**config.mk**
```make
export PLATFORM = sky130hd
export DESIGN_NAME = ddr4_sref_pr_sequencer
export DESIGN_NICKNAME = d
export VERILOG_FILES = /design/src/rtl/ddr4_sref_pkg.sv /design/src/rtl/sref_sync2.sv /design/src/rtl/ddr4_sref_pr_sequencer.sv
export SDC_FILE = /design/constraint.sdc
export NUM_CORES = 1
export LEC_CHECK = 0
export CORE_AREA = 2 2 50 52
export DETAILED_ROUTE_END_ITERATION = 8
export DIE_AREA = 0 0 52 54
export DONT_BUFFER_PORTS = 1
export GPL_ROUTABILITY_DRIVEN = 0
export PLACE_DENSITY = 0.74
export SLEW_MARGIN = 20
export SYNTH_ARGS = -nofsm -noshare
export SYNTH_HDL_FRONTEND = slang
export SYNTH_HIERARCHICAL = 1
export SYNTH_SLANG_ARGS = --single-unit
```
**constraint.sdc**
```tcl
create_clock -name CLK_IN_125M -period 3.4 [get_ports CLK_IN_125M]
set_input_delay 0.68 -clock CLK_IN_125M [delete_from_list [all_inputs] [get_ports CLK_IN_125M]]
set_output_delay 0.68 -clock CLK_IN_125M [all_outputs]
set_load 0.02 [all_outputs]
```
**src/rtl/ddr4_sref_pkg.sv**
```systemverilog
// Shared types and default timing for the DDR4 self-refresh PR sequencer.
// State encoding plus cycle constants used by ddr4_sref_pr_sequencer.
package ddr4_sref_pkg;

  typedef enum logic [2:0] {
    IDLE,
    SREF_REQ,
    SREF_HOLD,
    RESET,
    RESTORE,
    WAIT_CAL,
    DONE,
    ERROR
  } state_t;

  localparam int unsigned DEF_N_CH           = 3;
  localparam int unsigned DEF_RST_CYCLES     = 64;
  localparam int unsigned DEF_XSDB_CYCLES    = 256;
  localparam int unsigned DEF_TIMEOUT_CYCLES = 1 << 20;
  localparam int unsigned SYNC_STAGES        = 2;

  function automatic int unsigned cnt_w(
    input int unsigned a,
    input int unsigned b
  );
    int unsigned m;
    m = (a > b) ? a : b;
    m = (m > SYNC_STAGES) ? m : SYNC_STAGES;
    return $clog2(m + 1);
  endfunction

endpackage

```
**src/rtl/sref_sync2.sv**
```systemverilog
// Single-bit two-flop synchronizer, async active-low reset to 0.
// Used for the MIG ack and calibration-complete status bits.
module sref_sync2 (
  input  logic i_clk,
  input  logic i_rst_n,
  input  logic i_d,
  output logic o_q
);

  logic r_meta;
  logic r_q;

  always_ff @(posedge i_clk or negedge i_rst_n) begin
    if (!i_rst_n) begin
      r_meta <= 1'b0;
      r_q    <= 1'b0;
    end else begin
      r_meta <= i_d;
      r_q    <= r_meta;
    end
  end

  assign o_q = r_q;

endmodule

```
**src/rtl/ddr4_sref_pr_sequencer.sv**
```systemverilog
// Parks DDR4 channels in self-refresh around partial reconfiguration.
// Optional watchdog/ERROR state enabled by `define SREF_TIMEOUT_EN.
module ddr4_sref_pr_sequencer
  import ddr4_sref_pkg::*;
#(
  parameter int unsigned       N_CH           = DEF_N_CH,
  parameter logic [N_CH-1:0]   CH_MASK        = {N_CH{1'b1}},
  parameter int unsigned       RST_CYCLES     = DEF_RST_CYCLES,
  parameter int unsigned       XSDB_CYCLES    = DEF_XSDB_CYCLES,
  parameter int unsigned       TIMEOUT_CYCLES = DEF_TIMEOUT_CYCLES
) (
  input  logic            CLK_IN_125M,
  input  logic            AXI_RESET_N,
  input  logic            sr_enter_req,
  input  logic            pr_done,
  output logic            sr_busy,
  output logic            sr_in_sref,
  output logic            sr_error,
  output logic [N_CH-1:0] sr_err_ch,
  output logic [N_CH-1:0] app_sref_req,
  input  logic [N_CH-1:0] app_sref_ack,
  input  logic [N_CH-1:0] init_calib_complete,
  output logic [N_CH-1:0] app_mem_init_skip,
  output logic [N_CH-1:0] app_xsdb_select,
  output logic [N_CH-1:0] app_restore_complete,
  output logic [N_CH-1:0] sys_rst_ddr
);

  localparam int unsigned CW = cnt_w(RST_CYCLES, XSDB_CYCLES);

  state_t          r_state;
  state_t          w_next;
  logic [CW-1:0]   r_cnt;
  logic [CW-1:0]   w_cnt_ld;
  logic [N_CH-1:0] w_ack_s;
  logic [N_CH-1:0] w_cal_s;
  logic            w_all_ack;
  logic            w_all_cal;
  logic            w_cnt_zero;
  logic            w_tmo;

  for (genvar i = 0; i < N_CH; i++) begin : g_sync
    sref_sync2 u_ack (
      .i_clk   (CLK_IN_125M),
      .i_rst_n (AXI_RESET_N),
      .i_d     (app_sref_ack[i]),
      .o_q     (w_ack_s[i])
    );
    sref_sync2 u_cal (
      .i_clk   (CLK_IN_125M),
      .i_rst_n (AXI_RESET_N),
      .i_d     (init_calib_complete[i]),
      .o_q     (w_cal_s[i])
    );
  end

  assign w_all_ack  = &(w_ack_s | ~CH_MASK);
  assign w_all_cal  = &(w_cal_s | ~CH_MASK);
  assign w_cnt_zero = (r_cnt == '0);

  always_ff @(posedge CLK_IN_125M or negedge AXI_RESET_N) begin
    if (!AXI_RESET_N) r_state <= IDLE;
    else              r_state <= w_next;
  end

  always_comb begin
    w_next = r_state;
    unique case (r_state)
      IDLE:      if (sr_enter_req) w_next = SREF_REQ;
      SREF_REQ: begin
        if (w_cnt_zero && w_all_ack) w_next = SREF_HOLD;
        else if (w_tmo)              w_next = ERROR;
      end
      SREF_HOLD: if (pr_done)    w_next = RESET;
      RESET:     if (w_cnt_zero) w_next = RESTORE;
      RESTORE:   if (w_cnt_zero) w_next = WAIT_CAL;
      WAIT_CAL: begin
        if (w_all_cal)  w_next = DONE;
        else if (w_tmo) w_next = ERROR;
      end
      DONE:      w_next = IDLE;
`ifdef SREF_TIMEOUT_EN
      ERROR:     w_next = ERROR;
`else
      ERROR:     w_next = IDLE;
`endif
      default:   w_next = IDLE;
    endcase
  end

  // SREF_REQ holds off for the sync depth so stale acks cannot satisfy it
  always_comb begin
    w_cnt_ld = '0;
    unique case (w_next)
      SREF_REQ: w_cnt_ld = CW'(SYNC_STAGES);
      RESET:    w_cnt_ld = CW'(RST_CYCLES - 1);
      RESTORE:  w_cnt_ld = CW'(XSDB_CYCLES - 1);
      default:  w_cnt_ld = '0;
    endcase
  end

  always_ff @(posedge CLK_IN_125M or negedge AXI_RESET_N) begin
    if (!AXI_RESET_N)           r_cnt <= '0;
    else if (w_next != r_state) r_cnt <= w_cnt_ld;
    else if (!w_cnt_zero)       r_cnt <= r_cnt - 1'b1;
  end

  always_comb begin
    sr_busy              = 1'b0;
    sr_in_sref           = 1'b0;
    app_sref_req         = '0;
    app_mem_init_skip    = '0;
    app_xsdb_select      = '0;
    app_restore_complete = '0;
    sys_rst_ddr          = '0;
    unique case (r_state)
      IDLE: ;
      SREF_REQ: begin
        sr_busy      = 1'b1;
        app_sref_req = CH_MASK;
      end
      SREF_HOLD: begin
        sr_in_sref        = 1'b1;
        app_mem_init_skip = CH_MASK;
      end
      RESET: begin
        sr_busy           = 1'b1;
        app_mem_init_skip = CH_MASK;
        sys_rst_ddr       = CH_MASK;
      end
      RESTORE: begin
        sr_busy           = 1'b1;
        app_mem_init_skip = CH_MASK;
        app_xsdb_select   = CH_MASK;
      end
      WAIT_CAL: begin
        sr_busy              = 1'b1;
        app_mem_init_skip    = CH_MASK;
        app_restore_complete = CH_MASK;
      end
      DONE:  sr_busy = 1'b1;
      ERROR: sr_busy = 1'b1;
      default: ;
    endcase
  end

`ifdef SREF_TIMEOUT_EN
  localparam int unsigned TW = $clog2(TIMEOUT_CYCLES + 1);

  logic [TW-1:0]   r_wdog;
  logic            r_err;
  logic [N_CH-1:0] r_err_ch;

  assign w_tmo = (r_wdog == TW'(TIMEOUT_CYCLES - 1));

  always_ff @(posedge CLK_IN_125M or negedge AXI_RESET_N) begin
    if (!AXI_RESET_N)
      r_wdog <= '0;
    else if (w_next != r_state)
      r_wdog <= '0;
    else if (r_state == SREF_REQ || r_state == WAIT_CAL)
      r_wdog <= r_wdog + 1'b1;
  end

  always_ff @(posedge CLK_IN_125M or negedge AXI_RESET_N) begin
    if (!AXI_RESET_N) begin
      r_err    <= 1'b0;
      r_err_ch <= '0;
    end else if (w_next == ERROR && r_state != ERROR) begin
      r_err    <= 1'b1;
      r_err_ch <= (r_state == SREF_REQ) ? (CH_MASK & ~w_ack_s)
                                        : (CH_MASK & ~w_cal_s);
    end
  end

  assign sr_error  = r_err;
  assign sr_err_ch = r_err_ch;
`else
  logic w_unused_tmo;

  assign w_tmo        = 1'b0;
  assign w_unused_tmo = (TIMEOUT_CYCLES != 0);
  assign sr_error     = 1'b0;
  assign sr_err_ch    = '0;
`endif

endmodule

```
==> impl_metrics.py, run 1 <==
metrics = {
    "outcome": {
        "outcome": "complete, no violations",
    },
    "sta": {
        "fin_skew_ps": 4.35,
        "maxSlewHeadroom": 0.599,
        "fin_crit_sh": 0.737,
        "fmax_mhz": 399,
        "worst_slew_pin_slew_ps": 595,
        "timing.final.hold_violations": 0,
        "slew_viol_final": 0,
        "period_needed_ps": 2500,
        "timing.setup.tns_ps": 0,
        "setup_violations": 0,
        "rsz0062_at_grt": "no",
        "hold_slack_ps": 39.5,
    },
    "pwr": {
        "peakVddDrop_v": 0.000403,
        "finalPower_w": 0.000502,
        "p_per_area_mw_per_mm2": 384,
        "leakagePower_nw": 0.606,
    },
    "floorplan": {
        "row_count": 18,
        "die_area_mm2": 0.00281,
        "die_h_um": 54,
        "start_util": 0.568,
        "die_w_um": 52,
        "ios": 31,
        "coreArea_mm2": 0.00232,
    },
    "routing": {
        "wl_per_cell_um": 14.4,
        "drc_errors": 0,
        "via_count": 884,
        "drt_iter0_markers": 22,
        "ant_nets": 0,
        "dr.pass1.iters": 4,
        "vias_per_cell": 5.89,
        "drt_wl_total_mm": 2.16,
    },
    "synthesis": {
        "yosys-mux-area-fraction": 0.0551,
        "synth.area.top_cells": "dfrtp_1 (46%), buf_4 (8.0%), xnor2_1 (4.0%), mux2i_1 (3.8%), ha_1 (2.8%)",
        "netlist_area_mm2": 0.00132,
        "synth-compound-area-share": 0.127,
        "synth_fa_ha_area_frac": 0.0285,
        "synthDistinctLibCells": 43,
        "synthFlopType": "dfrtp_1",
        "synth_edf_count": 0,
        "synth-async-reset-ratio": 1.00,
        "ys_warn_count": 6,
        "synth_xor_area_frac": 0.0399,
        "yosys_register_bits": 24,
        "synth_top_family_by_area": "simple AND/OR/NAND/NOR gates",
        "synth-simple-area-share": 0.168,
        "syn_avg_cell_area_um2": 10.2,
        "synth_top_area_share": 0.456,
        "syn_inst": 129,
        "synth_top_cell_by_area": "dfrtp_1",
        "ys_seq_area_frac": 0.456,
    },
    "grt": {
        "grt_max_degree": 25,
        "grt_antenna_before_repair": 0,
        "gr-total-overflow": 0,
        "grt_pass1_wl_mm": 3.59,
        "grt_pass1_vias": 827,
        "track_usage": 0.179,
    },
    "critical_path": {
        "cp.depth": 7,
        "endpoint_kind": "flip-flop",
        "reg2reg_depth": 7,
        "critPathKind": "flip-flop to flip-flop",
        "critical-path-top-delay-family": "simple AND/OR/NAND/NOR gates",
        "arrival_ps": 2740,
        "cp_cell_sequence": "nand3b_1 > inv_1 > o21ai_2 > o211ai_1 > mux2i_1 > and2_1 > mux2i_1",
        "cpMostUsedCell": "mux2i_1",
        "cpPeakStageDelay_ps": 520,
        "critPathRequiredTime_ps": 3640,
        "crit_path_start_kind": "flip-flop",
        "critical-path-slowest-cell": "dfrtp_1",
        "worst-path-max-fanout": 13,
        "path_buf_inv": 1,
    },
    "clock_tree": {
        "clk_path_buf_depth": 2,
        "clock_sinks": 24,
        "clk_pin_slew_ps": 120,
        "cts-buffers-inserted": 3,
        "postCtsHoldBufs": 0,
        "tritoncts": "yes",
        "htree_num_levels": 1,
        "cts.repair.resized": 0,
        "post-cts-setup-buffers": 0,
        "clk_latency_ps": 310,
        "ctsRootBufferMaster": "clkbuf_4",
    },
    "flow_run": {
        "drv_cap": 0,
    },
    "layout": {
        "n_antenna_cell": 0,
        "fin_area_mm2": 0.00131,
        "num-nets-final": 134,
        "area_growth_pct": -0.760,
        "drive_gt1_frac": 0.100,
    },
    "min_path": {
        "hp-class": "primary input to asynchronous set/reset pin",
    },
    "placement": {
        "dpl_cell_area_mm2": 0.00125,
        "io_buffer_count": 0,
        "dp_hpwl_mm": 1.69,
    },
}
## cell type report
| type | count | area (um^2) |
|---|---|---|
| clock buffer | 3 | 22.5 |
| clock inverter | 1 | 30.0 |
| fill | 194 | 1010 |
| inverter | 8 | 30.0 |
| multi-input combinational | 82 | 572 |
| sequential | 24 | 601 |
| tap | 30 | 37.5 |
| timing repair buffer | 2 | 15.0 |
## power by group
group          internal, W    total, W  switching (W)  leakage, nW
logic          0.000000761  0.00000593     0.00000517        0.301
registers         0.000293    0.000295     0.00000224        0.277
clock network     0.000119    0.000201      0.0000816       0.0279
total             0.000413    0.000502      0.0000890        0.606
## cell usage in the layout, fill, tap and decap left out, drive strengths merged, types with 3 or more instances in the layout
cell type  netlist  routed
a21oi            5       5
inv              8       8
mux2i            6       6
o22ai            4       4
conb             1       4
nor3             4       4
nand3            4       4
clkbuf           1       3
xnor2            6       6
nor2             5       5
o21ai            6       6
nand2            9       9
dfrtp           24      24
ha               3       3
## cell usage after synthesis (all sizes together), types with 2 or more instances
| library cell | instances |
|---|---|
| o21ai | 6 |
| nor2 | 5 |
| and3 | 2 |
| a21o | 2 |
| a21oi | 5 |
| mux2i | 6 |
| or4 | 2 |
| o22ai | 4 |
| inv | 8 |
| buf | 17 |
| ha | 3 |
| nand3 | 4 |
| nand4 | 2 |
| xnor2 | 6 |
| nand2 | 9 |
| nor3 | 4 |
| dfrtp | 24 |
## worst register-to-register path, stage by stage, from the launching register on
cell and delay [ps]:
dfrtp_1 520, nand3b_1 270, inv_1 450, o21ai_2 140, o211ai_1 180, mux2i_1 250, and2_1 350, mux2i_1 250
## per-layer routing
metal / track usage / vias up / wire [um]
met1: 0.209 / 431 / 903
li1: - / 422 / -
met3: 0.0333 / 4 / 116
met2: 0.312 / 27 / 1090
met4: 0.0921 / 0 / 44
met5: 0 / - / 0
## logic make-up after synthesis
logic type | count (synthesis)
fa+ha+maj | 3
mux | 6
xor+xnor | 6
compound gates | 25
simple gates | 38
other cells | 1
flops | 24
buf+inv | 26
## stage by stage
stage | util | instances | setup slack (ps)
floorplan | - | 132 | 1120
global placement | 0.541 | 146 | 954
detailed placement | 0.541 | 146 | 932
CTS | 0.564 | 150 | 892
global route | 0.564 | 150 | 686
finish | 0.564 | 150 | 895
## flip-flops by register name (all words and copies together), names as in the netlist
register / cells
g_sync.u_cal/r_meta: 3
r_cnt: 9
g_sync.u_cal/o_q: 3
g_sync.u_ack/r_meta: 3
g_sync.u_ack/o_q: 3
r_state: 3
## path summary, 6_finish.rpt
path	from	to	slack (ps)
worst max-delay path	r_state[2]	r_cnt[4]	900
worst min-delay path	AXI_RESET_N	r_cnt[1]	40
worst max register to register	r_state[2]	r_cnt[4]	900
worst min register to register	g_sync[1].u_ack/r_meta	g_sync[1].u_ack/o_q	370
max in group asynchronous	AXI_RESET_N	g_sync[2].u_cal/o_q	3290
min in group CLK_IN_125M	g_sync[1].u_ack/r_meta	g_sync[1].u_ack/o_q	370
Note: power is estimated with default switching activity, not from simulation.
==> inputs of run 2 (changes only) <==
--- a/config.mk
+++ b/config.mk
@@ -5,12 +5,12 @@
 export SDC_FILE = /design/constraint.sdc
 export NUM_CORES = 1
 export LEC_CHECK = 0
-export CORE_AREA = 2 2 50 52
+export CORE_AREA = 2 2 52 54
 export DETAILED_ROUTE_END_ITERATION = 8
-export DIE_AREA = 0 0 52 54
+export DIE_AREA = 0 0 54 56
 export DONT_BUFFER_PORTS = 1
 export GPL_ROUTABILITY_DRIVEN = 0
-export PLACE_DENSITY = 0.74
+export PLACE_DENSITY = 0.72
 export SLEW_MARGIN = 20
 export SYNTH_ARGS = -nofsm -noshare
 export SYNTH_HDL_FRONTEND = slang
==> constraint.sdc (replaced) <==
create_clock -name CLK_IN_125M -period 2.3 [get_ports CLK_IN_125M]
set_input_delay 0.46 -clock CLK_IN_125M [delete_from_list [all_inputs] [get_ports CLK_IN_125M]]
set_output_delay 0.46 -clock CLK_IN_125M [all_outputs]
set_load 0.02 [all_outputs]
==> run 2 against run 1 <==
  * Worst setup slack worse by 840 ps
  * Design area rose by 8.5%
  * Sequential power increased by 47%
  * Worst hold slack improved by 69 ps
  * Wire length grew 24%
  * Sequential share of layout area shrank 3.6 points
==> impl_metrics.py, run 2 (synthesis gave the netlist of run 1 again) <==
metrics = {
    "routing": {
        "drt_iter0_markers": 55,
        "drt_wl_total_mm": 2.68,
        "drc_errors": 0,
        "vias_per_cell": 6.14,
        "wl_per_cell_um": 16.5,
        "dr.pass1.iters": 4,
        "via_count": 995,
        "ant_nets": 0,
    },
    "clock_tree": {
        "clk_path_buf_depth": 2,
        "clk_latency_ps": 310,
        "clock_sinks": 24,
        "htree_num_levels": 1,
        "clk_pin_slew_ps": 130,
        "ctsRootBufferMaster": "clkbuf_4",
        "cts-buffers-inserted": 3,
        "tritoncts": "yes",
    },
    "outcome": {
        "outcome": "complete, no violations",
    },
    "floorplan": {
        "die_h_um": 56,
        "die_w_um": 54,
        "die_area_mm2": 0.00302,
        "ios": 31,
        "coreArea_mm2": 0.00243,
        "row_count": 18,
        "start_util": 0.542,
    },
    "layout": {
        "fillerInstances": 197,
        "stdcell_count": 162,
        "layout_commonest_cell": "dfrtp_1",
        "largest_reg_flops": 9,
        "num-nets-final": 146,
        "mostFrequentLayoutCells": "dfrtp_1 (24), buf_4 (13), nand2_1 (9), inv_1 (6), xnor2_1 (6)",
        "area_growth_pct": 7.69,
        "n_antenna_cell": 0,
        "largest_register": "r_cnt",
        "drive_gt1_frac": 0.227,
    },
    "min_path": {
        "hp-class": "primary input to asynchronous set/reset pin",
    },
    "sta": {
        "fmax_mhz": 446,
        "rsz0062_at_grt": "yes",
        "fin_skew_ps": 4.36,
        "fin_crit_sh": 0.974,
        "maxSlewHeadroom": 0.645,
        "hold_slack_ps": 108,
        "setup_violations": 0,
        "period_needed_ps": 2240,
        "slew_viol_final": 0,
        "timing.setup.tns_ps": 0,
        "timing.final.hold_violations": 0,
        "worst_slew_pin_slew_ps": 533,
    },
    "critical_path": {
        "rrSetupSlack_ps": 60,
        "worst-path-max-fanout": 8,
        "r2r-end": "r_cnt[1]",
        "endpoint_kind": "flip-flop",
        "reg2reg_depth": 8,
        "crit_path_start_kind": "flip-flop",
        "critPathKind": "flip-flop to flip-flop",
        "critPathRequiredTime_ps": 2540,
        "regToRegStartpoint": "r_cnt[1]",
        "arrival_ps": 2480,
    },
    "pwr": {
        "leakagePower_nw": 0.669,
        "peakVddDrop_v": 0.000337,
        "finalPower_w": 0.000752,
        "p_per_area_mw_per_mm2": 530,
    },
    "grt": {
        "grt_max_degree": 25,
        "track_usage": 0.176,
        "grt_antenna_before_repair": 0,
        "grt_pass1_vias": 935,
        "gr-total-overflow": 0,
        "grt_pass1_wl_mm": 4.03,
    },
    "placement": {
        "io_buffer_count": 0,
        "dp_hpwl_mm": 1.77,
        "placed_cells": 152,
    },
    "flow_run": {
        "drv_cap": 0,
    },
}
==> run 2: routing by layer <==
layer | GRT usage | part of all wire | vias up
met5 | 0 | 0 | -
met4 | 0.0857 | 0.026 | 0
met3 | 0.0349 | 0.079 | 12
met2 | 0.282 | 0.50 | 70
met1 | 0.220 | 0.40 | 468
li1 | - | - | 445
==> run 2: what timing repair did <==
item / 4_1_cts / 5_1_grt
endpoints found under the setup margin: 8 / 8
pin swaps: 0 / 3
hold buffers: 1 / 0
hold endpoints to repair: 24 / 0
setup buffers: 0 / 5
gates cloned: 0 / 0
resized for setup: 2 / 6
==> run 2: layout make-up <==
| cell class | instances | area (um^2) | area share |
|---|---|---|---|
| repair buffers | 14 | 103 | 0.0723 |
| inverters | 8 | 30.0 | 0.0212 |
| multi-input cells | 82 | 596 | 0.420 |
| well taps | 30 | 37.5 | 0.0265 |
| clock inverters | 1 | 30.0 | 0.0212 |
| flip-flops and latches | 24 | 601 | 0.423 |
| clock buffers | 3 | 22.5 | 0.0159 |
==> run 2: worst max-delay path by stage <==
stage	startpoint	end	slack (ps)	cells after the start
global placement	r_cnt[0]	r_cnt[1]	90	8
finish	r_cnt[1]	r_cnt[1]	60	8
floorplan	r_state[2]	r_cnt[2]	20	7
CTS	r_cnt[0]	r_cnt[2]	0.02	9
detailed placement	r_cnt[0]	r_cnt[1]	-80	8
global route	r_cnt[1]	r_cnt[4]	-60	8
==> run 2: power by group <==
part	internal [W]	switching (W)	total (W)	leakage, nW
sequential	0.000432	0.00000310	0.000435	0.277
clock	0.000176	0.000124	0.000300	0.0279
combinational	0.00000173	0.0000153	0.0000171	0.364
==> run 2: worst max-delay path, stage by stage, from the launching register on <==
cell	delay, ps
dfrtp_1	430
inv_2	100
ha_4	130
or4b_4	480
o21ai_2	170
o211ai_1	160
mux2i_1	240
and2_4	240
mux2i_1	210
==> run 2: through the flow <==
step,utilization,setup WS (ps),area [um^2]
final,0.583,59.8,1420
after CTS,0.561,0.0164,1370
after detailed placement,0.534,-80.2,1300
after global routing,0.583,-55.1,1420
after global placement,0.534,90.3,1300
after floorplan,-,20.4,1330
==> RTL change 1: new RTL, flow settings as in run 2 <==
The package constant `DEF_N_CH` goes from 3 to 2.
--- a/src/rtl/ddr4_sref_pkg.sv
+++ b/src/rtl/ddr4_sref_pkg.sv
@@ -14,5 +14,5 @@
   } state_t;
 
-  localparam int unsigned DEF_N_CH           = 3;
+  localparam int unsigned DEF_N_CH           = 2;
   localparam int unsigned DEF_RST_CYCLES     = 64;
   localparam int unsigned DEF_XSDB_CYCLES    = 256;
Ports: changed (8 resized); port bits go from 31 to 23. The function was not compared with the original's and may differ.
==> RTL change 1 against run 2 <==
- sequential cell count shrank 4
- area after synthesis is 9.6% lower
- total power fell by 13%
- clock power fell by 6.7%
- hold slack better by 0.077 ns
- worst setup slack improved by 0.057 ns
- first-iteration DRC count fell by 73%
- cell count decreased by 4.9%
- cell area down 4.7%
- utilization decreased by 2.7 points
- routed wire length shrank 25%
- clock skew grew 0.0027 ns
- via count decreased by 18%
- highest routed layer unchanged
==> RTL change 1: results (changes against run 2) <==
metric	value	unit	change
Worst setup startpoint	r_cnt[6]$_DFFE_PN0P_		
initial detailed-routing violation count	15		-73%
Commonest cells post-synth	dfrtp_1 (20), nand2_1 (10), buf_4 (8), mux2i_1 (8), nor2_1 (7)		
DP HPWL	1510	um	-14%
layout cells sized above 1	0.266		+0.0389
switching portion of total power	0.180		-0.00896
post-route insts no fill	154		-4.9%
library cells used by synthesis	42		-2.3%
DR WL/cell	13.0	um	-22%
Post-CTS Setup Bufs	1		+1
worst slew pin tran	0.847	ns	+0.314 ns
Sink Count	20		-17%
fraction of area in multi-input gates	0.461		+0.0409
largest net degree at the start of global routing	21		-16%
sequential cell power	360	uW	-17%
Buffers, non-clock	15		+1
status	finished clean		
r2r setup slk	0.12	ns	+0.06 ns
met3 global-route usage	0.0161		-0.0188
routed length on met3	80	um	-62%
mux contribution to synthesized area	0.0672		+0.0121
via count	813		-18%
Adder-Cell Fraction of Synth Area	0.0315		+0.00302
# nets final	136		-6.8%
pre-CTS setup slack	-0.0147	ns	+0.0656 ns
Multi-In Gates	79		-3.7%
clock skew	0.00709	ns	+0.00273 ns
register area share after synthesis	0.420		-0.0357
Clk power	280	uW	-6.7%
DRT met1 WL	905	um	-15%
met1 Use GR	0.183		-0.0363
CP max-delay cell	or3b_4		
Layout fillers	210		+6.6%
sequential standard cell area	502	um^2	-16%
vias in the first global route	717		-23%
cts repair resizes	0		-2
top cells by area, synth	dfrtp_1 (42%), mux2i_1 (6.7%), buf_4 (5.0%)		
Data buffer area share	0.0851		+0.0128
Clock transition at path regs	0.11	ns	-0.02 ns
CP Data Arrival Time	2.41	ns	-0.07 ns
worst min-delay path class	in2reg		
Gate Count Post-Synth	114		-12%
DR WL met2	996	um	-26%
## RTL change 1: cell types whose count changed after synthesis, sizes merged, moves of 3 or more
cell   delta
buf       -7
dfrtp     -4
nor3      -3
o21ai     -4
o22ai     -4
xnor2     -4
xor2      +4
## RTL change 1: worst min-delay path by stage
stage,cells after the start,startpoint,to
6_report,0,app_sref_ack[0],g_sync[0].u_ack/r_meta$_DFF_PN0_
5_1_grt,0,app_sref_ack[1],g_sync[1].u_ack/r_meta$_DFF_PN0_
4_1_cts,0,init_calib_complete[1],g_sync[1].u_cal/r_meta$_DFF_PN0_
3_5_place_dp,0,AXI_RESET_N,g_sync[0].u_cal/r_meta$_DFF_PN0_
3_3_place_gp,0,AXI_RESET_N,g_sync[1].u_ack/r_meta$_DFF_PN0_
2_1_floorplan,0,AXI_RESET_N,g_sync[0].u_ack/o_q$_DFF_PN0_
==> RTL change 2: new RTL, flow settings as in run 2 <==
Without the edit above. Re-encode `state_t` (8 states) as Gray code, 3 bits wide.
--- a/src/rtl/ddr4_sref_pkg.sv
+++ b/src/rtl/ddr4_sref_pkg.sv
@@ -4,12 +4,12 @@
 
   typedef enum logic [2:0] {
-    IDLE,
-    SREF_REQ,
-    SREF_HOLD,
-    RESET,
-    RESTORE,
-    WAIT_CAL,
-    DONE,
-    ERROR
+    IDLE      = 3'b000,
+    SREF_REQ  = 3'b001,
+    SREF_HOLD = 3'b011,
+    RESET     = 3'b010,
+    RESTORE   = 3'b110,
+    WAIT_CAL  = 3'b111,
+    DONE      = 3'b101,
+    ERROR     = 3'b100
   } state_t;
 
Function: same outputs for any inputs over 10 cycles, from zero or initial values and one cycle with AXI_RESET_N low; not proved beyond that.
==> RTL change 2 against run 2 <==
- sequential cell count is the same
- largest cell class unchanged
- critical path depth shrank 1
- count of clock-buffer cells in the layout is the same
- clock skew grew 0.0012 ns
- synthesized cell count shrank 16%
- cell area shrank 14%
- global-route usage shrank 2.7 points
- area after synthesis shrank 10%
- worst setup slack gained 0.17 ns
- routed wire length shrank 27%
Power is not compared: it rests on default switching activity, and its combinational part moved more than twofold at a synthesized area within 25%.
==> RTL change 2: results (changes against run 2) <==
metric	value	unit	change
Lkg Pwr	0.568	nW	
max reg flops	9		unchanged
first-pass GRT wire length	3270	um	-19%
Biggest register	r_cnt		
worst skew pair latency	0.31	ns	about the same
library cells used by synthesis	36		-16%
Worst setup startpoint	r_cnt[1]$_DFFE_PN0P_		
clk root buf	clkbuf_4		
clock skew	0.00558	ns	+0.00122 ns
Clock transition at path regs	0.13	ns	about the same
antenna violations before repair	0		unchanged
Inserted Clock Buffers	3		unchanged
layout cells sized above 1	0.165		-0.0622
TritonRoute pass-1 iters	4		unchanged
Worst slew margin	0.663		+0.0181
top cells by area, synth	dfrtp_1 (51%), buf_4 (8.9%), xnor2_1 (4.4%)		
Commonest cells post-synth	dfrtp_1 (24), buf_4 (14), o31ai_1 (6), xnor2_1 (6), nand2_1 (5)		
worst min-delay path class	in2async		
Worst R2R Path Depth	7		-1
Worst Path Max Fanout	9		+1
Ant. Diodes	0		unchanged
Layout fillers	218		+11%
H-tree Lvls	1		unchanged
initial detailed-routing violation count	13		-76%
register area share after synthesis	0.507		+0.0510
vias in the first global route	717		-23%
# nets final	116		-21%
Max Buffers Root-to-Sink	2		unchanged
DR WL/cell	14.7	um	-11%
status	finished clean		
yosys warns	6		unchanged
input/output buffers	0		unchanged
Post-CTS Setup Bufs	0		unchanged
largest net degree at the start of global routing	25		unchanged
placed cell count	128		-16%
DP HPWL	1460	um	-17%
Gate Count Post-Synth	108		-16%
overall global routing resource usage	0.149		-0.0268
vias per cell	5.43		-12%
Post-Route WL	1950	um	-27%
VDD IR-drop max	0.701	mV	
RTL change 2: logic make-up after synthesis:
family / after synthesis / synth area share
and+or+nand+nor: 30 / 0.154
adders and majority gates: 2 / 0.0211
buffers and inverters: 24 / 0.136
other: 1 / 0.00316
AOI/OAI and AO/OA: 17 / 0.100
muxes: 3 / 0.0264
xor gates and xnor gates: 7 / 0.0517
DFF: 24 / 0.507
RTL change 2: area by class of cell:
type / count / area, um^2 / area share
Multi-Input combinational cell: 63 / 453 / 0.372
Clock inverter: 1 / 30.0 / 0.0247
Clock buffer: 3 / 22.5 / 0.0185
Inverter: 4 / 15.0 / 0.0123
Sequential cell: 24 / 601 / 0.494
Timing Repair Buffer: 8 / 57.6 / 0.0473
Tap cell: 30 / 37.5 / 0.0309
RTL change 2: path summary, 6_finish.rpt:
kind | slack (ns) | to
hold / removal | 0.09 | r_cnt[5]$_DFFE_PN0P_
min in group CLK_IN_125M | 0.17 | g_sync[2].u_ack/r_meta$_DFF_PN0_
setup / recovery | 0.23 | r_cnt[1]$_DFFE_PN0P_
setup reg to reg | 0.23 | r_cnt[1]$_DFFE_PN0P_
hold reg to reg | 0.36 | g_sync[2].u_cal/o_q$_DFF_PN0_
max in group asynchronous | 1.86 | r_state[1]$_DFF_PN0_
RTL change 2: through the flow:
| step | power [mW] | setup slack (ns) | cell area (um^2) |
|---|---|---|---|
| after detailed placement | 1.36 | 0.179 | 1150 |
| after global placement | 1.32 | 0.278 | 1150 |
| final | 1.67 | 0.226 | 1220 |
| after floorplan | 1.30 | 0.113 | 1200 |
| after CTS | 1.67 | 0.154 | 1210 |
| after global routing | 1.80 | 0.0788 | 1220 |
RTL change 2: what timing repair did:
item | in CTS | in global routing
hold endpoints to repair | 24 | 0
gates resized for setup | 0 | 1
hold buffers | 1 | 0
endpoints found under the setup margin | 0 | 5
RTL change 2: power by group:
group	internal (mW)	switching, mW
sequential	0.512	0.105
combinational	0.308	0.449
clock	0.176	0.120
RTL change 2: per-layer routing:
| metal | up-vias | GRT usage | wire (um) |
|---|---|---|---|
| li1 | 345 | - | - |
| met1 | 351 | 0.194 | 810 |
| met2 | 26 | 0.244 | 1040 |
| met3 | 0 | 0.0323 | 107 |
| met4 | 0 | 0.0429 | 0 |
| met5 | - | 0 | 0 |
RTL change 2: worst max-delay path: stages (launching register included):
cell and delay, ns:
dfrtp_1 0.41, inv_1 0.13, ha_1 0.16, nor4b_4 0.29, nand4_1 0.20, a21boi_0 0.28, a211o_1 0.31, mux2i_1 0.23
